[src/rtl/picc_pkg.sv]
// rtl/picc_pkg.sv - shared types and constants for the PICC transmit scheduler
package picc_pkg;

  typedef enum logic [2:0] {
    S_IDLE,
    S_WAIT_FDT,
    S_ARB,
    S_LAUNCH,
    S_BUSY,
    S_GUARD
  } sched_state_t;

  localparam int MAX_BYTES   = 5;
  localparam int DATA_W      = 40;
  localparam int NBYTES_W    = 3;
  localparam int FDT_DEFAULT = 293;
  localparam int ID_W        = 3;

  function automatic logic nbytes_legal(input logic [NBYTES_W-1:0] nb);
    return (nb != '0) && (int'(nb) <= MAX_BYTES);
  endfunction

endpackage

[src/rtl/picc_rr_arbiter.sv]
// rtl/picc_rr_arbiter.sv - combinational round-robin arbiter
// Grants the lowest requesting index at or above ptr, wrapping; the pointer lives in the caller.
module picc_rr_arbiter #(
  parameter int NUM_REQ = 3,
  parameter int IDX_W   = $clog2(NUM_REQ)
) (
  input  logic [NUM_REQ-1:0] req,
  input  logic [IDX_W-1:0]   ptr,
  output logic [NUM_REQ-1:0] grant,
  output logic [IDX_W-1:0]   grant_idx,
  output logic               grant_valid
);

  int               cand;
  logic [IDX_W-1:0] cidx;

  always_comb begin
    grant       = '0;
    grant_idx   = '0;
    grant_valid = 1'b0;
    cand        = 0;
    cidx        = '0;
    for (int i = 0; i < NUM_REQ; i++) begin
      cand = (int'(ptr) + i) % NUM_REQ;
      cidx = IDX_W'(cand);
      if (!grant_valid && req[cidx]) begin
        grant_valid = 1'b1;
        grant[cidx] = 1'b1;
        grant_idx   = cidx;
      end
    end
  end

endmodule

[src/rtl/picc_tx_scheduler.sv]
// rtl/picc_tx_scheduler.sv - FDT-timed, round-robin launch of PICC responses to the transmitter
// Optional transmit watchdog enabled by defining PICC_TX_WDOG_EN.
module picc_tx_scheduler
  import picc_pkg::*;
#(
  parameter int NUM_REQ     = 3,
  parameter int FDT_CYCLES  = FDT_DEFAULT,
  parameter int WDOG_CYCLES = 4096
) (
  input  logic                         clk_in,
  input  logic                         rst_in,
  input  logic                         rx_frame_end,
  input  logic [NUM_REQ-1:0]           req_valid,
  input  logic [NUM_REQ*DATA_W-1:0]    req_data,
  input  logic [NUM_REQ*NBYTES_W-1:0]  req_nbytes,
  output logic [NUM_REQ-1:0]           req_ready,
  output logic [DATA_W-1:0]            tx_data,
  output logic [NBYTES_W-1:0]          tx_nbytes,
  output logic                         tx_start,
  input  logic                         tx_done,
  output logic                         sched_busy,
  output logic                         done_pulse,
  output logic [ID_W-1:0]              done_id,
  output logic                         err_pulse
);

  localparam int IDX_W = $clog2(NUM_REQ);
  localparam int CNT_W = (FDT_CYCLES > 2) ? $clog2(FDT_CYCLES) : 1;
  localparam logic [CNT_W-1:0] FDT_LOAD   = CNT_W'(FDT_CYCLES - 1);
  localparam logic [CNT_W-1:0] GUARD_LOAD = CNT_W'(1);
  localparam logic [IDX_W-1:0] LAST_IDX   = IDX_W'(NUM_REQ - 1);

  sched_state_t         state_q, state_d;
  logic [CNT_W-1:0]     cnt_q, cnt_d;
  logic [IDX_W-1:0]     rr_q, rr_d;
  logic [IDX_W-1:0]     gnt_q, gnt_d;
  logic [DATA_W-1:0]    tx_data_q, tx_data_d;
  logic [NBYTES_W-1:0]  tx_nbytes_q, tx_nbytes_d;

  logic [NUM_REQ-1:0]   grant;
  logic [IDX_W-1:0]     grant_idx;
  logic                 grant_valid;
  logic [DATA_W-1:0]    sel_data;
  logic [NBYTES_W-1:0]  sel_nbytes;

`ifdef PICC_TX_WDOG_EN
  localparam int WDOG_W = $clog2(WDOG_CYCLES + 1);
  localparam logic [WDOG_W-1:0] WDOG_LIMIT = WDOG_W'(WDOG_CYCLES);
  logic [WDOG_W-1:0] wdog_q, wdog_d;
`else
  logic unused_wdog;
  assign unused_wdog = (WDOG_CYCLES != 0);
`endif

  picc_rr_arbiter #(
    .NUM_REQ (NUM_REQ),
    .IDX_W   (IDX_W)
  ) u_arb (
    .req         (req_valid),
    .ptr         (rr_q),
    .grant       (grant),
    .grant_idx   (grant_idx),
    .grant_valid (grant_valid)
  );

  assign sel_data   = req_data[int'(grant_idx)*DATA_W +: DATA_W];
  assign sel_nbytes = req_nbytes[int'(grant_idx)*NBYTES_W +: NBYTES_W];

  always_comb begin
    state_d     = state_q;
    cnt_d       = cnt_q;
    rr_d        = rr_q;
    gnt_d       = gnt_q;
    tx_data_d   = tx_data_q;
    tx_nbytes_d = tx_nbytes_q;
`ifdef PICC_TX_WDOG_EN
    wdog_d      = wdog_q;
`endif
    req_ready   = '0;
    tx_start    = 1'b0;
    done_pulse  = 1'b0;
    err_pulse   = 1'b0;
    done_id     = '0;

    case (state_q)
      S_IDLE: begin
        if (rx_frame_end) begin
          state_d = S_WAIT_FDT;
          cnt_d   = FDT_LOAD;
        end
      end

      // A new PCD frame end re-arms the FDT rather than queuing a second slot.
      S_WAIT_FDT: begin
        if (rx_frame_end) begin
          cnt_d = FDT_LOAD;
        end else if (cnt_q == '0) begin
          state_d = S_ARB;
        end else begin
          cnt_d = cnt_q - 1'b1;
        end
      end

      S_ARB: begin
        if (!grant_valid) begin
          state_d = S_IDLE;
        end else begin
          req_ready   = grant;
          gnt_d       = grant_idx;
          tx_data_d   = sel_data;
          tx_nbytes_d = sel_nbytes;
          if (nbytes_legal(sel_nbytes)) begin
            state_d = S_LAUNCH;
          end else begin
            err_pulse = 1'b1;
            done_id   = ID_W'(grant_idx);
            state_d   = S_IDLE;
          end
        end
      end

      S_LAUNCH: begin
        tx_start = 1'b1;
        rr_d     = (gnt_q == LAST_IDX) ? '0 : gnt_q + 1'b1;
        state_d  = S_BUSY;
`ifdef PICC_TX_WDOG_EN
        wdog_d   = WDOG_W'(1);
`endif
      end

      S_BUSY: begin
        if (tx_done) begin
          done_pulse = 1'b1;
          done_id    = ID_W'(gnt_q);
          state_d    = S_GUARD;
          cnt_d      = GUARD_LOAD;
        end
`ifdef PICC_TX_WDOG_EN
        else if (wdog_q == WDOG_LIMIT) begin
          err_pulse  = 1'b1;
          done_pulse = 1'b1;
          done_id    = ID_W'(gnt_q);
          state_d    = S_GUARD;
          cnt_d      = GUARD_LOAD;
        end else begin
          wdog_d = wdog_q + 1'b1;
        end
`endif
      end

      S_GUARD: begin
        if (cnt_q == '0) begin
          state_d = S_IDLE;
        end else begin
          cnt_d = cnt_q - 1'b1;
        end
      end

      default: state_d = S_IDLE;
    endcase
  end

  always_ff @(posedge clk_in or negedge rst_in) begin
    if (!rst_in) begin
      state_q     <= S_IDLE;
      cnt_q       <= '0;
      rr_q        <= '0;
      gnt_q       <= '0;
      tx_data_q   <= '0;
      tx_nbytes_q <= '0;
    end else begin
      state_q     <= state_d;
      cnt_q       <= cnt_d;
      rr_q        <= rr_d;
      gnt_q       <= gnt_d;
      tx_data_q   <= tx_data_d;
      tx_nbytes_q <= tx_nbytes_d;
    end
  end

`ifdef PICC_TX_WDOG_EN
  always_ff @(posedge clk_in or negedge rst_in) begin
    if (!rst_in) begin
      wdog_q <= '0;
    end else begin
      wdog_q <= wdog_d;
    end
  end
`endif

  assign tx_data    = tx_data_q;
  assign tx_nbytes  = tx_nbytes_q;
  assign sched_busy = (state_q != S_IDLE);

endmodule
[config.mk]
export PLATFORM = sky130hd
export DESIGN_NAME = picc_tx_scheduler
export DESIGN_NICKNAME = d
export VERILOG_FILES = /design/src/rtl/picc_pkg.sv /design/src/rtl/picc_rr_arbiter.sv /design/src/rtl/picc_tx_scheduler.sv
export SDC_FILE = /design/constraint.sdc
export NUM_CORES = 1
export LEC_CHECK = 0
export ABC_AREA = 1
export BUFFER_PORTS_ARGS = -buffer_cell sky130_fd_sc_hd__buf_2
export CAP_MARGIN = 15
export CORE_MARGIN = 3
export CORE_UTILIZATION = 39
export DETAILED_ROUTE_END_ITERATION = 8
export PLACE_DENSITY_LB_ADDON = 0.08
export SLEW_MARGIN = 20
export SYNTH_ARGS = -nofsm -noshare
export SYNTH_HDL_FRONTEND = slang
export SYNTH_HIERARCHICAL = 1
export SYNTH_SLANG_ARGS = --single-unit
[constraint.sdc]
create_clock -name clk_in -period 2.9 [get_ports clk_in]
set_input_delay 0.435 -clock clk_in [delete_from_list [all_inputs] [get_ports clk_in]]
set_output_delay 0.435 -clock clk_in [all_outputs]
set_load 0.1 [all_outputs]
### After elaboration in Yosys (flattened, before gate mapping)

Index checks and enable logic that the tools add are counted.

| storage, ports and cells | value |
|---|---|
| bits in registers | 59 |
| logic and storage cells | 100 |

| operators by class | value |
|---|---|
| add/sub/neg operators | 4 |
| multiply operators | 2 |
| divide/modulo/power cells | 3 |
| $lt $le $gt $ge | 7 |
| equality and inequality tests | 11 |
| shifts and indexed selects | 2 |
| mux-type cells | 47 |
| bitwise logic cells | 2 |
| reductions and logical operators | 16 |

Operators with widths:

| kind | count |
|---|---|
| variable part select 120 x 9 -> 40 bit | 1 |
| remainder unit 32 x 3 -> 32 bit, second input constant | 2 |
| two-way mux 9 bit | 4 |
| case mux 9 bit (4 select lines) | 1 |
| remainder unit 3 x 3 -> 32 bit, second input constant | 1 |
| two-way mux 3 bit | 10 |
| two-way mux 2 bit | 9 |
| case mux 3 bit (6 select lines) | 1 |
| two-way mux 1 bit | 15 |
| != test 2 bit, second input constant | 5 |
| logical NOT 9 bit | 1 |
| less-than comparator 2 x 3 -> 1 bit, second input constant | 3 |
| variable part select 9 x 5 -> 3 bit | 1 |
| subtractor 9 x 1 -> 9 bit, second input constant | 1 |
| binary-select mux 1 bit (select 2 bit) | 3 |
| demux 1 bit (select 2 bit) | 3 |
| equality test 3 x 2 -> 1 bit, second input constant | 2 |
| equality test 3 bit, second input constant | 2 |
| greater-or-equal comparator 2 x 1 -> 1 bit, second input constant | 3 |
| logical AND 1 bit | 6 |
| OR 3 bit | 2 |
| nonzero test 3 bit | 2 |
| multiplier 2 x 3 -> 5 bit, second input constant | 1 |
| AND reduction 5 bit | 1 |
| 13 further kinds | 14 |

### Longest topological paths before layout

Gate-level depths: netlist (run 1).

| depth | value |
|---|---|
| depth after elaboration | 17 |
| gate-level depth with buffers | 22 |
| gate-level depth less buffers | 21 |

### Cells and area by module

Netlist (run 1), hierarchy kept.

By module, submodules not included:

| module | times used | cells an instance | area an instance (um^2) |
|---|---|---|---|
| picc_tx_scheduler | 1 | 456 | 3504.6 |
| picc_rr_arbiter | 1 | 61 | 320.3 |

### Worst setup path after synthesis (run 1)

OpenSTA, ideal clock, no wires.

| timing | value |
|---|---|
| path kind | reg2out |
| start point | register rr_q[0] |
| end point | output done_id[1] |
| data arrival time | 4.159 ns |
| slack | -1.694 ns |
| stages on the path, launching flop included | 15 |
| buffers on the path | 1 |
| cell sequence | dfrtp_1 > inv_1 > ha_1 > inv_2 > o31ai_4 > nand3_1 > nand2_1 > buf_4 > inv_2 > nor2_4 > inv_1 > o21ai_1 > nand2_1 > and2_1 > o21ai_0 |

| between the ends | value |
|---|---|
| longest elaborated chain between the ends | 17 |
| elaborated cells between the ends (all ways) | 29 |
| those cells by class | 2 x add/sub; 1 x mul; 3 x div; 1 x order compare; 1 x shift; 15 x mux; 6 x reduce/logical |

RTL lines:

| element | line | source |
|---|---|---|
| start: declaration | picc_tx_scheduler.sv:35 | `logic [IDX_W-1:0] rr_q, rr_d;` |
| start signal: assignment | picc_tx_scheduler.sv:174 | `rr_q <= rr_d;` |
| branches (longest 9 deep; another with remainder unit 32 x 3 -> 32 bit) | -- |  |
| two-way mux 2 bit (*) | picc_rr_arbiter.sv:26 | `if (!grant_valid && req[cidx]) begin` |
| named net grant_idx[1] | picc_tx_scheduler.sv:41 | `logic [IDX_W-1:0] grant_idx;` |
| multiplier 2 x 2 -> 4 bit | picc_tx_scheduler.sv:67 | `assign sel_nbytes = req_nbytes[int'(grant_idx)*NBYTES_W +: NBYTES_W];` |
| variable part select 9 x 5 -> 3 bit | picc_tx_scheduler.sv:67 |  |
| <= comparator 3 bit or nonzero test 3 bit (tied branches) | picc_pkg.sv:20 | `return (nb != '0) && (int'(nb) <= MAX_BYTES);` |
| logical AND 1 bit | picc_pkg.sv:20 |  |
| two-way mux 2 bit (*) | picc_tx_scheduler.sv:112 | `if (nbytes_legal(sel_nbytes)) begin` |
| two-way mux 2 bit (*) | picc_tx_scheduler.sv:105 | `if (!grant_valid) begin` |
| case mux 2 bit (2 select lines) (*) | picc_tx_scheduler.sv:85 | `case (state_q)` |
| end: declaration | picc_tx_scheduler.sv:23 | `output logic [ID_W-1:0] done_id,` |

Mark *: on every way through the listed nets, which the timed path passes. The select of a mux whose other input is x is not followed.

### Final worst setup path (run 1)

| timing | value |
|---|---|
| start point | register rr_q[0] |
| end point | output done_id[1] |

| between the ends | value |
|---|---|
| longest elaborated chain between the ends | 17 |
| elaborated cells between the ends (all ways) | 29 |
| those cells by class | 2 x add/sub; 1 x mul; 3 x div; 1 x order compare; 1 x shift; 15 x mux; 6 x reduce/logical |

RTL lines:

| element | line |
|---|---|
| branches (longest 9 deep; another with remainder unit 32 x 3 -> 32 bit) | -- |
| two-way mux 2 bit (*) | picc_rr_arbiter.sv:26 |
| named net grant_idx[0] | picc_tx_scheduler.sv:41 |
| multiplier 2 x 2 -> 4 bit (*) | picc_tx_scheduler.sv:67 |
| variable part select 9 x 5 -> 3 bit (*) | picc_tx_scheduler.sv:67 |
| <= comparator 3 bit or nonzero test 3 bit (tied branches) | picc_pkg.sv:20 |
| logical AND 1 bit (*) | picc_pkg.sv:20 |
| two-way mux 2 bit (*) | picc_tx_scheduler.sv:112 |
| two-way mux 2 bit (*) | picc_tx_scheduler.sv:105 |
| case mux 2 bit (2 select lines) (*) | picc_tx_scheduler.sv:85 |

Marks and branches as above.

==> parameters.txt, run 1 <==
Parameter                              Value

Status
  Outcome    finished, violations left
  Violations in the final reports    negative setup slack

STA
  Final worst-path cycle share    110.3%
  Final number of hold-violating endpoints    0
  Minimum period implied by the final worst setup slack    3.198 ns
  Smallest setup slack after layout    -0.2985 ns
  Number of max-slew violations in the final report    0
  Unrepaired setup endpoints after global routing    true
  Max Freq    312.6 MHz
  Transition at the pin with the smallest max-transition slack    0.5110 ns
  Setup skew after layout    0.01499 ns
  Final setup violation count    4
  Setup TNS    -1.041 ns
  Slew HR    65.67%

Yosys
  Number of storage elements in the synthesis netlist    59
  Post-synthesis async set-or-reset flop share    100.0%
  Warning count from the yosys run    6
  Primary flip-flop cell chosen by synthesis mapping    sky130_fd_sc_hd__dfrtp_1
  Number of distinct library cells after synthesis    36
  Cell Area, Synth    0.003825 mm2
  Mapped Nets    659
  Synth Instances    517
  Number of flops mapped to enable cells by yosys    0
  Average size of a mapped cell    7.398 um2
  Register area share after synthesis    38.60%

Layout
  Layout overhead on the synthesized area    48.41%
  Share of post-route cells with drive strength above 1    44.90%
  Most common cell after layout, fill and taps aside    sky130_fd_sc_hd__buf_2
  Most frequent cells in the layout    sky130_fd_sc_hd__buf_2, sky130_fd_sc_hd__nor2_1, sky130_fd_sc_hd__dfrtp_1
  Final net count    872
  Final standard cell area without fillers    0.005677 mm2

Die
  Count of boundary I/O pins    189
  Width of the chip    105.0 um
  Y dimension of the die    105.0 um
  Starting Density    40.81%
  Area of the die    0.01103 mm2
  Site Rows    35
  Area of the placeable core    0.009371 mm2

CTS
  Deepest level of the CTS H-tree    3
  Buffer depth of the longest clock path    2
  Root Driver    sky130_fd_sc_hd__clkbuf_8
  CTS Buf Count    9
  Clk slew on worst S/H paths    0.07 ns
  TritonCTS clock tree    yes
  Insertion delay to the later sink of the worst-skew pair    0.34 ns
  TritonCTS Sinks    59

Worst setup path
  CP bufs+invs    5
  Endpoint class of the critical path    output pin
  Slowest cell on crit path    sky130_fd_sc_hd__dfrtp_2
  Flop-to-flop setup slack    -0.23 ns
  CP dominant cell by count    sky130_fd_sc_hd__nand2_2
  Worst flop-to-flop path startpoint    rr_q[0]
  Startpoint class of the critical path    flip-flop
  Cell family contributing the most delay on the critical path    simple AND/OR/NAND/NOR gates
  Classification of the worst setup path    reg -> out
  Cell count of the worst reg-to-reg path    24
  Worst Path Max Fanout    7
  Max incr delay on CP    0.44 ns
  FF-to-FF End    tx_nbytes[2]
  Endpoint required time on the critical path    2.47 ns
  Data arrival, critical path    2.76 ns
  Worst path cell trace    inv_4 > ha_4 > inv_6 > nand2_2 > nand3_2 > nand2_2 > nand3_2 > nand2_2 > inv_2 > nand2_4 > nor2_4 > inv_2 > o21ai_2 > nand2_1 > and2_4 > o21ai_4 > buf_12

Routing
  Routed length on met1    5.313 mm
  Highest routed layer    met4
  Residual antenna-violating net count after detailed routing    0
  Total Wirelength    13.12 mm
  Number of design rule violations left after detail routing    0
  DR iter-0 viols    219
  Average detailed-routed wire length per instance    15.16 um
  Pre-antenna DRT Iters    4
  Drt via density    5.008
  Vias    4332
  Total length of routed met2 wires    6.759 mm
  WL met3    809 um

GRT
  Global routing usage summed across all routing layers    22.57%
  Largest net degree at the start of global routing    42
  Number of global-route vias before repair    4200
  Sum of overflow across all layers after global routing    0
  Wire length of the first global-routing pass    20.33 mm
  Antenna violations before repair    0

Place
  Post-placement cell area    0.005055 mm2
  Final Wtd Congestion    0.8973
  Place WS    0.001976 ns
  Detailed placement HPWL    9.428 mm
  Number of input and output port buffers inserted    187

Run
  Reported max-cap violation count    0

Min path
  Class of the tightest hold or removal check    in -> async
==> sequential cells by signal (all words and copies together), names as in the netlist <==
register and flops:
cnt_q 9, rr_q 2, tx_data 40, state_q 3, tx_nbytes 3, gnt_q 2
==> logic make-up after synthesis <==
logic type	share of synthesized area, %
other cells	0.09804
fa+ha+maj	1.963
compound gates	23.52
buf+inv	9.061
xor+xnor	0.2290
simple gates	26.53
flops	38.60
==> cell usage after synthesis, types with 2 or more instances <==
cell,n,area (um2)
sky130_fd_sc_hd__buf_1,3,11.26
sky130_fd_sc_hd__buf_2,7,35.03
sky130_fd_sc_hd__dfrtp_1,59,1476
sky130_fd_sc_hd__nand3_2,4,40.04
sky130_fd_sc_hd__ha_1,6,75.07
sky130_fd_sc_hd__clkbuf_1,11,41.29
sky130_fd_sc_hd__a22oi_1,2,15.01
sky130_fd_sc_hd__nor2_2,5,31.28
sky130_fd_sc_hd__nor3_2,2,20.02
sky130_fd_sc_hd__nor2_4,4,45.04
sky130_fd_sc_hd__nand2_4,3,33.78
sky130_fd_sc_hd__inv_2,11,41.29
sky130_fd_sc_hd__nand2_1,69,259.0
sky130_fd_sc_hd__a2bb2oi_1,40,350.3
sky130_fd_sc_hd__nand3_1,26,130.1
sky130_fd_sc_hd__nor2_1,100,375.4
sky130_fd_sc_hd__inv_1,41,153.9
sky130_fd_sc_hd__o21ai_0,48,240.2
sky130_fd_sc_hd__buf_4,8,60.06
sky130_fd_sc_hd__nand4_1,3,18.77
sky130_fd_sc_hd__a21oi_1,44,220.2
sky130_fd_sc_hd__o21ai_1,4,20.02
sky130_fd_sc_hd__nand2_2,4,25.02
==> how the worst max path moves through the flow <==
stage / slack, ns / cells after the start / end / from
detailed placement: 0.002 / 14 / done_id[0] / rr_q[0]
finish: -0.30 / 17 / done_id[1] / rr_q[0]
CTS: -0.21 / 16 / done_id[1] / rr_q[0]
floorplan: -0.08 / 18 / done_id[0] / rr_q[1]
global route: -0.44 / 16 / done_id[1] / rr_q[0]
global placement: 0.10 / 18 / done_id[0] / rr_q[1]
==> metal layers <==
| metal | global-route usage, % | vias to the layer above |
|---|---|---|
| li1 | - | 2142 |
| met1 | 27.28 | 2006 |
| met2 | 40.38 | 165 |
| met3 | 4.015 | 19 |
| met4 | 7.404 | 0 |
| met5 | 0 | - |
==> metrics by stage <==
step	hold WS [ns]	std cells	util, %
after CTS	0.1036	853	57.85
after global routing	0.1238	864	60.55
final	0.09548	865	60.57
after detailed placement	0.4738	821	53.94
after floorplan	0.1394	517	-
after global placement	0.4649	821	53.94
==> final cells by class <==
type                       count  area (um2)
inverter                      53       219.0
fill                         860        3695
timing repair buffer         231        1389
tap                          129       161.4
antenna                        1       2.502
sequential                    59        1479
clock inverter                 4       48.80
clock buffer                  12       155.1
multi-input combinational    376        2222
==> repair_timing <==
action                                  4_1_cts  5_1_grt
gates resized for setup                      12       44
endpoints found under the hold margin         0        0
hold buffers                                  0        0
endpoints found under the setup margin        3        6
pin swaps                                     7       15
setup buffers                                16       11
gates cloned                                  0        0
Power of run 1 is left out: the tool's default activity adds up to more than one toggle a clock period on the data nets, which glitch-free logic cannot reach.
==> run 2: changes to the inputs <==
--- a/config.mk
+++ b/config.mk
@@ -11,7 +11,7 @@
 export CORE_MARGIN = 3
 export CORE_UTILIZATION = 39
 export DETAILED_ROUTE_END_ITERATION = 8
-export PLACE_DENSITY_LB_ADDON = 0.08
+export PLACE_DENSITY = 0.68
 export SLEW_MARGIN = 20
 export SYNTH_ARGS = -nofsm -noshare
 export SYNTH_HDL_FRONTEND = slang
==> run 2 against run 1 <==
Register-to-register slack got worse by 0.07 ns. Sequential cell count unchanged. Design area down 2.1%. Critical path type unchanged. Critical path depth increased by 2. The run still ends with negative setup slack left. Routed wire length fell by 1.1%.
==> parameters.txt, run 2 (synthesis results as in run 1) <==
Parameter                              Value

Worst setup path
  Launch point of the worst path    rr_q[0] (unchanged)
  FF-to-FF End    tx_nbytes[2] (unchanged)
  CP dominant cell by count    sky130_fd_sc_hd__buf_4 (was sky130_fd_sc_hd__nand2_2)
  Slowest cell on crit path    sky130_fd_sc_hd__dfrtp_1 (was sky130_fd_sc_hd__dfrtp_2)
  Endpoint class of the critical path    output pin (unchanged)
  Worst Path Max Fanout    4 (was 7)
  Max incr delay on CP    0.42 ns (was 0.44 ns)
  Cell family contributing the most delay on the critical path    buffers and inverters (was simple AND/OR/NAND/NOR gates)
  Worst path cell trace    buf_4 > ha_4 > buf_4 > o21ai_1 > nand2_2 > nand2_4 > inv_4 > buf_4 > buf_4 > buf_4 > buf_4 > buf_4 > buf_4 > buf_4 > nand3_1 > nand2_1 > inv_1 > nor2_2 > buf_12 (was inv_4 > ha_4 > inv_6 > nand2_2 > nand3_2 > nand2_2 > nand3_2 > nand2_2 > inv_2 > nand2_4 > nor2_4 > inv_2 > o21ai_2 > nand2_1 > and2_4 > o21ai_4 > buf_12)
  Worst flop-to-flop path startpoint    rr_q[0] (unchanged)
  Flop-to-flop setup slack    -0.30 ns (was -0.23 ns)
  CP bufs+invs    12 (was 5)
  Data arrival, critical path    2.83 ns (was 2.76 ns)
  Cell count of the worst reg-to-reg path    25 (was 24)
  Endpoint required time on the critical path    2.47 ns (about the same)
  Startpoint class of the critical path    flip-flop (unchanged)
  Classification of the worst setup path    reg -> out (unchanged)

Routing
  Vias    4335 (was 4332)
  Pre-antenna DRT Iters    5 (was 4)
  Routed length on met1    4.988 mm (was 5.313 mm)
  Average detailed-routed wire length per instance    15.04 um (was 15.16 um)
  Residual antenna-violating net count after detailed routing    0 (unchanged)
  Drt via density    5.023 (was 5.008)
  Total Wirelength    12.98 mm (was 13.12 mm)
  DR iter-0 viols    254 (was 219)
  Number of design rule violations left after detail routing    0 (unchanged)
  Highest routed layer    met4 (unchanged)
  WL met3    1.007 mm (was 809 um)
  Total length of routed met2 wires    6.665 mm (was 6.759 mm)

STA
  Max Freq    306.1 MHz (was 312.6 MHz)
  Minimum period implied by the final worst setup slack    3.267 ns (was 3.198 ns)
  Slew HR    39.60% (was 65.67%)
  Setup skew after layout    0.008437 ns (was 0.01499 ns)
  Smallest setup slack after layout    -0.3673 ns (was -0.2985 ns)
  Final number of hold-violating endpoints    0 (unchanged)
  Transition at the pin with the smallest max-transition slack    0.9060 ns (was 0.5110 ns)
  Number of max-slew violations in the final report    0 (unchanged)
  Unrepaired setup endpoints after global routing    true (unchanged)
  Final worst-path cycle share    112.7% (was 110.3%)
  Final setup violation count    5 (was 4)

Status
  Violations in the final reports    negative setup slack (unchanged)
  Outcome    finished, violations left (unchanged)

Die
  Width of the chip    105.0 um (unchanged)
  Y dimension of the die    105.0 um (unchanged)
  Area of the die    0.01103 mm2 (unchanged)
  Area of the placeable core    0.009371 mm2 (unchanged)
  Count of boundary I/O pins    189 (unchanged)
  Starting Density    40.81% (unchanged)
  Site Rows    35 (unchanged)

CTS
  CTS Buf Count    9 (unchanged)
  TritonCTS clock tree    yes (unchanged)
  Clk slew on worst S/H paths    0.07 ns (about the same)
  Deepest level of the CTS H-tree    3 (unchanged)
  Root Driver    sky130_fd_sc_hd__clkbuf_8 (unchanged)
  Insertion delay to the later sink of the worst-skew pair    0.34 ns (about the same)
  TritonCTS Sinks    59 (unchanged)
  Buffer depth of the longest clock path    2 (unchanged)

Run
  Reported max-cap violation count    0 (unchanged)

GRT
  Number of global-route vias before repair    4128 (was 4200)
  Wire length of the first global-routing pass    20.29 mm (was 20.33 mm)
  Largest net degree at the start of global routing    46 (was 42)
  Sum of overflow across all layers after global routing    0 (unchanged)
  Antenna violations before repair    0 (unchanged)
  Global routing usage summed across all routing layers    23.00% (was 22.57%)

Place
  Detailed placement HPWL    9.367 mm (was 9.428 mm)
  Final Wtd Congestion    0.9117 (was 0.8973)
  Number of input and output port buffers inserted    187 (unchanged)
  Place WS    -0.06872 ns (was 0.001976 ns)
  Post-placement cell area    0.005040 mm2 (was 0.005055 mm2)

Layout
  Final standard cell area without fillers    0.005555 mm2 (was 0.005677 mm2)
  Most frequent cells in the layout    sky130_fd_sc_hd__buf_2, sky130_fd_sc_hd__nor2_1, sky130_fd_sc_hd__nand2_1 (was sky130_fd_sc_hd__buf_2, sky130_fd_sc_hd__nor2_1, sky130_fd_sc_hd__dfrtp_1)
  Layout fillers    882 (was 860)
  Layout overhead on the synthesized area    45.24% (was 48.41%)
  Multi-input logic area    0.002155 mm2 (was 0.002222 mm2)
  Diodes inserted    0 (was 1)
  Max reg flops    40 (unchanged)
  Seq. cell area    0.001478 mm2 (was 0.001479 mm2)
  Share of post-route cells with drive strength above 1    42.92% (was 44.90%)
  Final net count    871 (was 872)
  Most common cell after layout, fill and taps aside    sky130_fd_sc_hd__buf_2 (unchanged)

Min path
  Class of the tightest hold or removal check    in -> async (unchanged)
==> run 2: changes by cell type in the layout (fill, tap and decap cells not counted), sizes merged <==
cell and change:
clkinv +2, buf -1, diode -1, clkbuf -3
clkinvlp +1
==> run 2: cell type report <==
cell class	instances	share of cell area, %
Multi-Input combinational cell	376	38.78
Timing Repair Buffer	230	24.28
Inverter	53	3.806
Tap cell	129	2.905
Clock buffer	9	2.230
Clock inverter	7	1.396
Sequential cell	59	26.60
==> run 2: through the flow <==
step	utilization, %	instances	TNS, ns	hold slack [ns]
after floorplan	-	517	-0.1358	0.1394
after global placement	53.78	819	0	0.4656
after detailed placement	53.78	819	-0.1189	0.4636
after CTS	58.38	858	-1.207	0.2512
after global routing	59.28	863	-2.340	0.2896
final	59.28	863	-1.614	0.2319
==> run 2: routing by layer <==
| layer | up-vias | global-route usage [%] |
|---|---|---|
| met3 | 26 | 4.880 |
| met5 | - | 0 |
| li1 | 2136 | - |
| met2 | 216 | 40.93 |
| met1 | 1957 | 27.36 |
| met4 | 0 | 7.873 |
==> run 2: worst max path at each step <==
stage | to | slack, ns | depth (start not counted)
2_1_floorplan | done_id[0] | -0.08 | 18
3_3_place_gp | done_id[0] | 0.12 | 18
3_5_place_dp | done_id[0] | -0.07 | 18
4_1_cts | req_ready[0] | -0.27 | 20
5_1_grt | done_id[0] | -0.51 | 18
6_report | req_ready[0] | -0.37 | 19
==> run 2: worst reg2reg max path: stages (launching register included) <==
cell and delay, ns:
sky130_fd_sc_hd__dfrtp_1 0.41, sky130_fd_sc_hd__inv_2 0.09, sky130_fd_sc_hd__ha_4 0.32, sky130_fd_sc_hd__inv_4 0.06, sky130_fd_sc_hd__nand2_2 0.08, sky130_fd_sc_hd__nand3_2 0.08
sky130_fd_sc_hd__nand2_2 0.09, sky130_fd_sc_hd__nand2_4 0.06, sky130_fd_sc_hd__inv_4 0.07, sky130_fd_sc_hd__nand3_2 0.08, sky130_fd_sc_hd__nand2_2 0.13, sky130_fd_sc_hd__inv_4 0.06
sky130_fd_sc_hd__nor2_4 0.13, sky130_fd_sc_hd__inv_2 0.05, sky130_fd_sc_hd__o21ai_2 0.13, sky130_fd_sc_hd__inv_1 0.08, sky130_fd_sc_hd__buf_4 0.13, sky130_fd_sc_hd__buf_4 0.12
sky130_fd_sc_hd__buf_4 0.13, sky130_fd_sc_hd__buf_4 0.13, sky130_fd_sc_hd__buf_4 0.12, sky130_fd_sc_hd__buf_4 0.12, sky130_fd_sc_hd__buf_4 0.12, sky130_fd_sc_hd__buf_4 0.12
sky130_fd_sc_hd__buf_4 0.13, sky130_fd_sc_hd__o21ai_2 0.10
==> run 2: repair_timing <==
item                       in CTS  in global routing
pin swaps                      12                 15
buffers inserted               23                  5
setup endpoints to repair       3                  5
resized for setup              16                 13
hold buffers                    0                  0
Power of run 2 is left out for the same reason.
==> run 3: changes to the inputs <==
--- a/config.mk
+++ b/config.mk
@@ -5,7 +5,6 @@
 export SDC_FILE = /design/constraint.sdc
 export NUM_CORES = 1
 export LEC_CHECK = 0
-export ABC_AREA = 1
 export BUFFER_PORTS_ARGS = -buffer_cell sky130_fd_sc_hd__buf_2
 export CAP_MARGIN = 15
 export CORE_MARGIN = 3
==> run 3 against run 2 <==
The run still ends with negative setup slack left. Die area fell by 0.98%. Non-clock buffer count did not move. Synthesized area fell by 1.0%. Critical path depth decreased by 6. First-iteration DRC count shrank 53%.
==> parameters.txt, run 3 <==
Parameter                              Value

Status
  Outcome    finished, violations left (unchanged)
  Violations in the final reports    negative setup slack (unchanged)

GRT
  Number of global-route vias before repair    3921 (was 4128)
  Wire length of the first global-routing pass    18.89 mm (was 20.29 mm)
  Antenna violations before repair    1 (was 0)
  Sum of overflow across all layers after global routing    0 (unchanged)
  Largest net degree at the start of global routing    83 (was 46)
  Global routing usage summed across all routing layers    21.36% (was 23.00%)

Die
  Area of the placeable core    0.009328 mm2 (was 0.009371 mm2)
  Area of the die    0.01092 mm2 (was 0.01103 mm2)
  Width of the chip    104.5 um (was 105.0 um)
  Site Rows    35 (unchanged)
  Y dimension of the die    104.5 um (was 105.0 um)
  Count of boundary I/O pins    189 (unchanged)
  Starting Density    40.58% (was 40.81%)

Worst setup path
  Endpoint required time on the critical path    2.47 ns (about the same)
  Classification of the worst setup path    reg -> out (unchanged)
  Startpoint class of the critical path    flip-flop (unchanged)
  Endpoint class of the critical path    output pin (unchanged)
  Worst Path Max Fanout    6 (was 4)
  Data arrival, critical path    2.82 ns (was 2.83 ns)

Layout
  Final net count    808 (was 871)
  Most frequent cells in the layout    sky130_fd_sc_hd__buf_2, sky130_fd_sc_hd__dfrtp_1, sky130_fd_sc_hd__a21oi_1 (was sky130_fd_sc_hd__buf_2, sky130_fd_sc_hd__nor2_1, sky130_fd_sc_hd__nand2_1)
  Fin cells    800 (was 863)
  Max reg flops    40 (unchanged)
  Layout overhead on the synthesized area    49.39% (was 45.24%)
  Most common cell after layout, fill and taps aside    sky130_fd_sc_hd__buf_2 (unchanged)
  Post-layout util    60.62% (was 59.28%)
  Share of post-route cells with drive strength above 1    42.39% (was 42.92%)

Pwr
  Internal power contribution    1.899 mW
  Leakage power summed over all cells    2.793 nW
  Final total power    3.252 mW
  Part of the total power dissipated in combinational logic    46.2%
  PwrDens    575.1 mW/mm2
  Clock network fraction of design power    22.8%
  Switching pwr    1.353 mW
  Switching portion of total power    41.59%
  Worst ir drop on vdd    253.2 uV
  Sequential fraction of design power    31.0%

Routing
  DR iter-0 viols    120 (was 254)
  Vias    3967 (was 4335)
  Total Wirelength    11.65 mm (was 12.98 mm)
  Average detailed-routed wire length per instance    14.56 um (was 15.04 um)
  Residual antenna-violating net count after detailed routing    0 (unchanged)
  Total length of routed met2 wires    6.078 mm (was 6.665 mm)
  Pre-antenna DRT Iters    4 (was 5)
  WL met3    630 um (was 1.007 mm)
  Highest routed layer    met4 (unchanged)
  Drt via density    4.959 (was 5.023)
  Routed length on met1    4.706 mm (was 4.988 mm)
  Number of design rule violations left after detail routing    0 (unchanged)

STA
  Transition at the pin with the smallest max-transition slack    0.7630 ns (was 0.9060 ns)
  Unrepaired setup endpoints after global routing    true (unchanged)
  Final worst-path cycle share    112.3% (was 112.7%)
  Final setup violation count    6 (was 5)
  Minimum period implied by the final worst setup slack    3.256 ns (was 3.267 ns)
  Final number of hold-violating endpoints    0 (unchanged)
  Max Freq    307.1 MHz (was 306.1 MHz)
  Setup skew after layout    0.008910 ns (was 0.008437 ns)
  Smallest setup slack after layout    -0.3559 ns (was -0.3673 ns)
  Hold slack    0.2404 ns (was 0.2319 ns)
  Number of max-slew violations in the final report    0 (unchanged)
  Setup TNS    -1.043 ns (was -1.614 ns)
  Slew HR    49.13% (was 39.60%)

Yosys
  Mapped Nets    601 (was 659)
  Top cells by count, synth    sky130_fd_sc_hd__dfrtp_1, sky130_fd_sc_hd__a21oi_1, sky130_fd_sc_hd__nand2_1 (was sky130_fd_sc_hd__nor2_1, sky130_fd_sc_hd__nand2_1, sky130_fd_sc_hd__dfrtp_1)
  Number of distinct library cells after synthesis    51 (was 36)
  Synth Instances    459 (was 517)
  Post-synthesis async set-or-reset flop share    100.0% (unchanged)
  Leading cell types by total area after synthesis    sky130_fd_sc_hd__dfrtp_1, sky130_fd_sc_hd__mux2i_1, sky130_fd_sc_hd__a21oi_1, sky130_fd_sc_hd__o21ai_0, sky130_fd_sc_hd__nand2_1 (was sky130_fd_sc_hd__dfrtp_1, sky130_fd_sc_hd__nor2_1, sky130_fd_sc_hd__a2bb2oi_1, sky130_fd_sc_hd__nand2_1, sky130_fd_sc_hd__o21ai_0)
  Cell type with the largest total area after synthesis    sky130_fd_sc_hd__dfrtp_1 (unchanged)
  Primary flip-flop cell chosen by synthesis mapping    sky130_fd_sc_hd__dfrtp_1 (unchanged)
  Portion of synthesized cell area occupied by the leading cell type    39.01% (was 38.60%)
  Dominant cell by count in the synthesized netlist    sky130_fd_sc_hd__dfrtp_1 (was sky130_fd_sc_hd__nor2_1)
  Warning count from the yosys run    6 (unchanged)
  Cell Area, Synth    0.003785 mm2 (was 0.003825 mm2)
  Number of storage elements in the synthesis netlist    59 (unchanged)
  Average size of a mapped cell    8.246 um2 (was 7.398 um2)
  Register area share after synthesis    39.01% (was 38.60%)
  Number of flops mapped to enable cells by yosys    0 (unchanged)

Place
  Final Wtd Congestion    0.8645 (was 0.9117)
  Detailed placement HPWL    8.795 mm (was 9.367 mm)
  Post-placement cell count    775 (was 819)
  Number of input and output port buffers inserted    187 (unchanged)

CTS
  TritonCTS clock tree    yes (unchanged)
  Clk slew on worst S/H paths    0.07 ns (about the same)
  TritonCTS Sinks    59 (unchanged)
  CTS Buf Count    9 (unchanged)
  Deepest level of the CTS H-tree    3 (unchanged)
  Number of buffers inserted by hold repair at cts    0 (unchanged)
  Buffer depth of the longest clock path    2 (unchanged)
  Root Driver    sky130_fd_sc_hd__clkbuf_8 (unchanged)
  Insertion delay to the later sink of the worst-skew pair    0.33 ns (was 0.34 ns)

Min path
  Class of the tightest hold or removal check    in -> async (unchanged)

Run
  Reported max-cap violation count    0 (unchanged)
## run 3: cell types whose count changed in the layout (fill, tap and decap cells not counted), moves of 8 or more
cell                        before  now
sky130_fd_sc_hd__nand3_1        21    5
sky130_fd_sc_hd__buf_4          43   35
sky130_fd_sc_hd__nor2_1         94   53
sky130_fd_sc_hd__a2bb2oi_1      40    1
sky130_fd_sc_hd__nor2_2         10    0
sky130_fd_sc_hd__a21oi_1        44   57
sky130_fd_sc_hd__inv_1          38    7
sky130_fd_sc_hd__mux2i_1         0   42
## run 3: kinds of logic (layout without fill, tap and decap cells)
kind of cell / after synthesis / in the layout / synth area share (%)
AO/OA/AOI/OAI: 144 / 144 / 22.12
adder cells (fa/ha/maj): 6 / 6 / 1.983
buffers and inverters: 44 / 255 / 5.256
flip-flops: 59 / 59 / 39.01
multiplexers: 46 / 46 / 12.26
other: 1 / 2 / 0.09908
AND/OR/NAND/NOR: 159 / 159 / 19.27
## run 3: layout make-up
type | instances | area [um2]
Tap cell | 129 | 161.4
Timing Repair Buffer | 230 | 1396
Clock inverter | 4 | 51.30
Sequential cell | 59 | 1476
Inverter | 10 | 37.54
Antenna cell | 1 | 2.502
Fill cell | 807 | 3674
Multi-Input combinational cell | 356 | 2387
Clock buffer | 11 | 141.4
## run 3: what timing repair did
item / CTS / global route
pin swaps: 14 / 14
endpoints found under the hold margin: 0 / 0
setup buffers: 2 / 7
endpoints found under the setup margin: 6 / 6
cloned: 0 / 0
gates resized for setup: 28 / 14
## run 3: routing by layer
metal  vias to the layer above  track usage, %
li1                       2027               -
met1                      1784           25.56
met3                        19           4.221
met5                         -               0
met2                       137           37.96
met4                         0           7.502
## run 3: path summary, 6_finish.rpt
kind / slack [ns] / cells after the start / endpoint / start
min: 0.24 / 2 / tx_data[5] / rst_in
max: -0.36 / 13 / err_pulse / rr_q[1]
max reg2reg: 0.26 / 12 / tx_data[5] / rr_q[1]
min in group clk_in: 0.38 / 3 / tx_data[38] / req_data[78]
max in group asynchronous: 2.14 / 2 / rr_q[1] / rst_in
min reg2reg: 0.47 / 2 / tx_data[6] / tx_data[6]
## run 3: through the flow
stage	cell area, um2	setup slack, ns
3_3_place_gp	5176	-0.02604
4_1_cts	5514	-0.3198
2_1_floorplan	3834	-0.07487
3_5_place_dp	5176	-0.1437
6_report	5654	-0.3559
5_1_grt	5654	-0.4564
## run 3: critical path: stages (launching register included)
cell and delay (ns):
sky130_fd_sc_hd__dfrtp_1 0.40, sky130_fd_sc_hd__inv_2 0.07, sky130_fd_sc_hd__ha_4 0.18, sky130_fd_sc_hd__mux2i_4 0.19, sky130_fd_sc_hd__o22a_4 0.25, sky130_fd_sc_hd__o2111ai_4 0.07, sky130_fd_sc_hd__nand3_4 0.18, sky130_fd_sc_hd__buf_6 0.17
sky130_fd_sc_hd__nor2b_4 0.23, sky130_fd_sc_hd__buf_6 0.15, sky130_fd_sc_hd__a2bb2oi_4 0.06, sky130_fd_sc_hd__and3_4 0.17, sky130_fd_sc_hd__o21a_4 0.19, sky130_fd_sc_hd__buf_12 0.16
## run 3: power by group through the flow
stage | Clock (mW) | Sequential (mW) | Combinational (mW)
6_report | 0.742 | 1.01 | 1.50
5_1_grt | 0.815 | 1.02 | 1.64
3_5_place_dp | 0 | 1.02 | 1.37
3_3_place_gp | 0 | 1.01 | 1.34
4_1_cts | 0.770 | 1.00 | 1.42
2_1_floorplan | 0 | 1.35 | 0.632
No activity file was read; power rests on OpenSTA's default activity.
